==> src/rtl/piso_pkg.sv <==
// rtl/piso_pkg.sv - shared state and mode encodings for the PISO serializer
package piso_pkg;

  typedef enum logic {IDLE, SHIFT} piso_state_t;

  localparam logic MODE_MSB_FIRST = 1'b0;
  localparam logic MODE_LSB_FIRST = 1'b1;

endpackage

==> src/rtl/piso_serializer.sv <==
// rtl/piso_serializer.sv - parallel-in serial-out shifter with valid/ready load
// Define PISO_PARITY_EN to append an even-parity bit after the data bits.
module piso_serializer
  import piso_pkg::*;
#(
  parameter int WIDTH = 8
) (
  input  logic             clk,
  input  logic             rst,
  input  logic             en,
  input  logic             mode,
  input  logic [WIDTH-1:0] din,
  input  logic             load_valid,
  output logic             load_ready,
  output logic             sout,
  output logic             sout_valid,
  output logic             busy,
  output logic             done
);

`ifdef PISO_PARITY_EN
  localparam int FRAME_LEN = WIDTH + 1;
`else
  localparam int FRAME_LEN = WIDTH;
`endif
  localparam int SR_W  = FRAME_LEN - 1;
  localparam int CNT_W = $clog2(WIDTH + 1);

  piso_state_t      state;
  logic             dir_q;
  logic [SR_W-1:0]  shreg;
  logic [CNT_W-1:0] cnt;

  logic [FRAME_LEN-1:0] frame;
  logic                 first_bit;
  logic [SR_W-1:0]      rest;
  logic                 last;

  // Frame is arranged so the bit at the output end goes first in either direction.
  always_comb begin
    frame     = '0;
`ifdef PISO_PARITY_EN
    frame     = (mode == MODE_LSB_FIRST) ? {^din, din} : {din, ^din};
`else
    frame     = din;
`endif
    first_bit = (mode == MODE_LSB_FIRST) ? frame[0] : frame[FRAME_LEN-1];
    rest      = (mode == MODE_LSB_FIRST) ? frame[FRAME_LEN-1:1] : frame[SR_W-1:0];
  end

  assign last       = (cnt == CNT_W'(FRAME_LEN - 1));
  assign load_ready = (state == IDLE) || ((state == SHIFT) && last);
  assign busy       = (state == SHIFT);

  always_ff @(posedge clk) begin
    if (!rst) begin
      state      <= IDLE;
      dir_q      <= MODE_MSB_FIRST;
      shreg      <= '0;
      cnt        <= '0;
      sout       <= 1'b0;
      sout_valid <= 1'b0;
      done       <= 1'b0;
    end else begin
      done <= 1'b0;
      if (en) begin
        if (load_ready && load_valid) begin
          // Covers both a load from IDLE and a gapless reload on the last bit.
          state      <= SHIFT;
          dir_q      <= mode;
          sout       <= first_bit;
          shreg      <= rest;
          sout_valid <= 1'b1;
          cnt        <= '0;
          done       <= (state == SHIFT);
        end else if (state == SHIFT) begin
          if (last) begin
            state      <= IDLE;
            sout       <= 1'b0;
            sout_valid <= 1'b0;
            cnt        <= '0;
            done       <= 1'b1;
          end else begin
            if (dir_q == MODE_LSB_FIRST) begin
              sout  <= shreg[0];
              shreg <= shreg >> 1;
            end else begin
              sout  <= shreg[SR_W-1];
              shreg <= shreg << 1;
            end
            cnt <= cnt + CNT_W'(1);
          end
        end
      end
    end
  end

endmodule
==> config.mk <==
export PLATFORM = sky130hd
export DESIGN_NAME = piso_serializer
export DESIGN_NICKNAME = d
export VERILOG_FILES = /design/src/rtl/piso_pkg.sv /design/src/rtl/piso_serializer.sv
export SDC_FILE = /design/constraint.sdc
export NUM_CORES = 1
export LEC_CHECK = 0
export CAP_MARGIN = 40
export CORE_MARGIN = 2
export CORE_UTILIZATION = 54
export DETAILED_ROUTE_END_ITERATION = 8
export MAX_ROUTING_LAYER = met4
export PLACE_DENSITY_LB_ADDON = 0.3
export SLEW_MARGIN = 5
export SYNTH_ARGS = -nofsm -noshare
export SYNTH_HDL_FRONTEND = slang
export SYNTH_SLANG_ARGS = --single-unit
==> constraint.sdc <==
create_clock -name clk -period 2.6 [get_ports clk]
set_clock_uncertainty 0.15 [all_clocks]
set_input_delay 0.39 -clock clk [delete_from_list [all_inputs] [get_ports clk]]
set_output_delay 0.39 -clock clk [all_outputs]
set_load 0.01 [all_outputs]
After elaboration in Yosys (flattened, before gate mapping)
Cells that the tools add are included.
- add/sub/neg operators: 1
- equal/unequal tests: 2
- mux-type cells: 22
- bitwise operators: 1
- reductions and logical operators: 10
- operators by type and width (cell ; count):
    7-bit 2-to-1 mux ; 5
    1-bit 2-to-1 mux ; 14
    4-bit 2-to-1 mux ; 3
    2-bit AND reduction ; 3
    3-bit AND reduction ; 2
    4-bit by 1-bit adder with 4-bit output (second input constant) ; 1
    4-bit by 3-bit == test with 1-bit output (second input constant) ; 1
    2-bit nonzero test ; 2
    1-bit logical AND ; 2
    2-bit by 1-bit != test with 1-bit output (second input constant) ; 1
    1-bit logical OR ; 1
    1-bit inverter ; 1
- bits in registers: 16

Depth between registers and ports, before layout
Gate-level depths: netlist of run 1.
- depth in word-level cells: 6
- gate-level depth with buffers: 5

Worst setup path after synthesis of run 1
OpenSTA, ideal clock, no wires.
- path type: register -> output
- start point: reg cnt[0]
- end point: out load_ready
- data arrival time: 1.064 ns
- setup slack: 0.996 ns
- stages on the path, launching flop included: 6
- buffers on the path: 1
- path through: dfxtp_1 ha_1 nand3b_4 and2_4 buf_6 inv_1
- longest elaborated chain between the ends: 3
- ends and longest elaborated chain (what ; RTL line ; source):
    from (decl) ; piso_serializer.sv:32 ; logic [CNT_W-1:0] cnt;
    from (signal assigned) ; piso_serializer.sv:91 ; cnt <= cnt + CNT_W'(1);
    4-bit by 3-bit == test with 1-bit output ; piso_serializer.sv:51 ; assign last = (cnt == CNT_W'(FRAME_LEN - 1));
    1-bit logical AND ; piso_serializer.sv:52 ; assign load_ready = (state == IDLE) || ((state == SHIFT) && last);
    1-bit logical OR ; piso_serializer.sv:52 ;
    to (decl) ; piso_serializer.sv:14 ; output logic load_ready,
Every way passes these cells.

Worst setup path after layout of run 1
Ends and elaborated chain as after synthesis.

==> run_results.csv, run 1 <==
group,metric,value,unit
worst_setup_path,cp-end-kind,"output port",
worst_setup_path,r2r_end,"shreg[1]",
global_route,grt_pass1_wl,3550,µm
status,status,"finished, final reports clean",
synth,netlist-cell-type-count,38,
final_layout,nets,136,
worst_setup_path,cp-start-kind,"flop",
worst_setup_path,worstPathCellList,"ha_2, nand3b_4, and2_4, inv_1, clkdlybuf4s50_1",
pwr,power-per-cell-area,420,nW/µm²
global_route,grt_max_degree,17,
final_layout,drive_above_1_share,10.8,%
sta,worst_slew_pin_slew,0.494,ns
die,dieArea,2190,µm²
synth,synth-seq-cells,16,
pwr,p_sw,0.000133,W
synth,yosys.area_share.simple,20.5,%
pwr,p_clk_share,25.6,%
drt,wl_per_cell,15.6,µm
drt,route.met3.wl,139,µm
sta,hold_viol_final,0,
cts,cts-buffers-inserted,3,
cts,cts_buffer_depth,2,
pwr,p_int,0.000365,W
die,rows,15,
sta,fin_crit_sh,95.6,%
global_route,grt-ovfl-total,0,
global_route,gr-usage-all-layers,23.8,%
sta,max_freq,402,MHz
sta,slew_violations,0,
sta,whs,0.337,ns
worst_setup_path,worstSetupEndpoint,"load_ready",
pwr,totalPowerFinal,0.000498,W
synth,syn-cell-area,988,µm²
synth,synth_xor_area_share,0,%
drt,drt_iter0_markers,23,
drt,top_layer,"met4",
synth,synth_top_area_share,32.4,%
synth,yosysWarnings,0,
die,ioPinCount,18,
synth,netlist_top_cells_area,"dfxtp_1 32%, mux2i_1 14%, a221o_1 5.1%",
cts,cts_tree,"yes",
drt,wl_met1,1050,µm
drt,wl,2260,µm
die,core-area,1730,µm²
cts,clk_latency,0.28,ns
synth,synth_top_family_by_area,"compound AO/OA/AOI/OAI gates",
worst_setup_path,r2r-start,"cnt[0]",
worst_setup_path,worst-r2r-cell-count,4,
cts,path_clk_slew,0.09,ns
synth,synth.avg_cell_area,9.32,µm²
worst_setup_path,r2r_slack,0.94,ns
worst_setup_path,worstPathRequired,2.06,ns
die,initial_utilization,57.2,%
worst_setup_path,cp-startpoint,"cnt[0]",
worst_setup_path,path_class,"reg2out",
sta,fin_ws,0.115,ns
drt,drtAntennaViolNets,0,
global_route,grt_pass1_vias,843,
flow_run,drv_cap,0,
worst_setup_path,critPathArrivalTime,1.94,ns
place,post-place-ws,0.406,ns
worst_setup_path,worst_path_max_delay_cell,"clkdlybuf4s50_1",
global_route,grt_antenna_before_repair,0,
synth,synthAdderAreaFrac,1.27,%
sta,slew_headroom,66.9,%
pwr,ir_drop,337,µV
synth,synth_compound_area_share,24.1,%
drt,met2_length,1040,µm
pwr,combPwrFrac,20.6,%
cts,cts.sinks,16,
synth,synth_top_area_cell,"dfxtp_1",
die,dieHeight,46.8,µm
drt,firstDrtPassIters,4,
final_layout,antennaDiodeCount,0,
worst_setup_path,max_stage_delay,0.52,ns
hold_path,min_from,"cnt[1]",
final_layout,area_growth,19.9,%
die,die_width,46.8,µm
place,routabilityCongestion,0.882,
sta,rsz0062_at_grt,"false",
worst_setup_path,worstPathMaxFanout,15,
cts,cts_max_level,1,
synth,synth-seq-area-share,32.4,%
cts,cts_root_buffer,"clkbuf_4",
sta,finalCriticalPeriod,2.48,ns
hold_path,holdCritPathClass,"reg2reg",
pwr,netSwitchingFraction,26.8,%
place,dp_hpwl,1670,µm
place,numPortBuffers,17,
synth,muxShareOfSynthArea,15.3,%
pwr,power_frac_seq,53.8,%
synth,syn-num-nets,120,
pwr,power_leakage,0.452,nW
sta,finalSetupViolCount,0,
drt,routed_via_density,6.06,
synth,synthCells,106,
sta,fin_tns_setup,0,ns
drt,drc,0,
drt,num_vias,879,
## through the flow
stage               instances  area (µm²)  util (%)
global route              145        1180      68.6
global placement          142        1160      67.2
floorplan                 106         988         -
finish                    145        1180      68.6
detailed placement        142        1160      67.2
CTS                       145        1180      68.5
## what timing repair did
action                                  CTS  global route
endpoints found under the setup margin    0             1
hold buffers                              0             0
gates resized for setup                   0             1
buffers inserted                          0             0
## per-layer routing
metal  GRT usage (%)  vias up
li1                -      431
met3            3.85        4
met4            11.7        0
met5               -        -
met1            30.3      406
met2            36.4       38
## critical path, delay by kind of cell, from the launching register on
| family | cells | cell delay, ns |
|---|---|---|
| buffers and inverters | 2 | 0.58 |
| and+or+nand+nor | 2 | 0.44 |
| DFF | 1 | 0.38 |
| adders and majority gates | 1 | 0.26 |
## cell families after synthesis
kind of cell,count (synthesis)
simple gates,32
compound gates,29
flops,16
mux,15
buf+inv,13
fa+ha+maj,1
## registers in the layout (all words and copies together) (netlist names)
| register | count |
|---|---|
| shreg | 7 |
| busy | 1 |
| done | 1 |
| sout | 1 |
| dir_q | 1 |
| cnt | 4 |
| sout_valid | 1 |
## cell usage in the layout, fill, tap and decap left out, drive strengths merged, types with 2 or more instances in the layout
master and count:
dfxtp 16, a21oi 5, o21bai 2, o2111a 2
nor2 5, clkbuf 3, inv 5, a221o 5
and2 2, buf 2, nor2b 2, nand3 3
mux2i 14, nand2 10, nand3b 3, o21ai 2
clkdlybuf4s50 17, a211oi 5, nand4 2
## worst min path at each step
stage / to / slack, ns / depth (start not counted)
after detailed placement: cnt[1] / 0.32 / 2
after floorplan: cnt[1] / 0.29 / 2
final: cnt[1] / 0.34 / 2
after CTS: cnt[1] / 0.33 / 2
after global placement: cnt[1] / 0.31 / 2
after global routing: cnt[1] / 0.38 / 2
## power groups by stage
| stage | logic [W] | registers, W | clock network [W] |
|---|---|---|---|
| after detailed placement | 0.000101 | 0.000274 | 0 |
| after global routing | 0.000111 | 0.000269 | 0.000141 |
| after CTS | 0.000102 | 0.000268 | 0.000131 |
| final | 0.000103 | 0.000268 | 0.000127 |
| after global placement | 0.0000995 | 0.000273 | 0 |
| after floorplan | 0.0000637 | 0.000271 | 0 |
## cells in the mapped netlist
cell / count
a211oi_1: 5
a21oi_1: 5
a221o_1: 5
a221oi_1: 1
a31oi_1: 1
a32oi_1: 1
and2_1: 1
and2_4: 1
and3_1: 1
and3b_1: 1
buf_2: 3
buf_4: 1
buf_6: 1
clkbuf_1: 3
dfxtp_1: 16
ha_1: 1
inv_1: 5
mux2_2: 1
mux2i_1: 14
nand2_1: 10
nand3_1: 3
nand3b_1: 2
nand3b_4: 1
nand4_1: 2
nand4b_1: 1
nor2_1: 5
nor2b_1: 2
nor3b_1: 1
nor4bb_4: 1
o2111a_1: 2
o2111ai_1: 1
o211ai_1: 1
o21a_2: 1
o21ai_0: 1
o21ai_2: 1
o21bai_1: 2
o2bb2ai_1: 1
o32ai_2: 1
## cell type report
cell class              count  area (µm²)
flip-flops and latches     16         320
inverters                   5        18.8
multi-input cells          77         607
clock buffers               3        22.5
fillers                   143         542
repair buffers             19         185
well taps                  25        31.3
No activity file was read; power rests on OpenSTA's default activity.
==> inputs of run 2 (changes only) <==
--- a/config.mk
+++ b/config.mk
@@ -8,6 +8,7 @@
 export CAP_MARGIN = 40
 export CORE_MARGIN = 2
 export CORE_UTILIZATION = 54
+export CTS_CLUSTER_SIZE = 12
 export DETAILED_ROUTE_END_ITERATION = 8
 export MAX_ROUTING_LAYER = met4
 export PLACE_DENSITY_LB_ADDON = 0.3
==> results of run 2 <==
The final DEF is identical to that of run 1; final timing and power are the same.
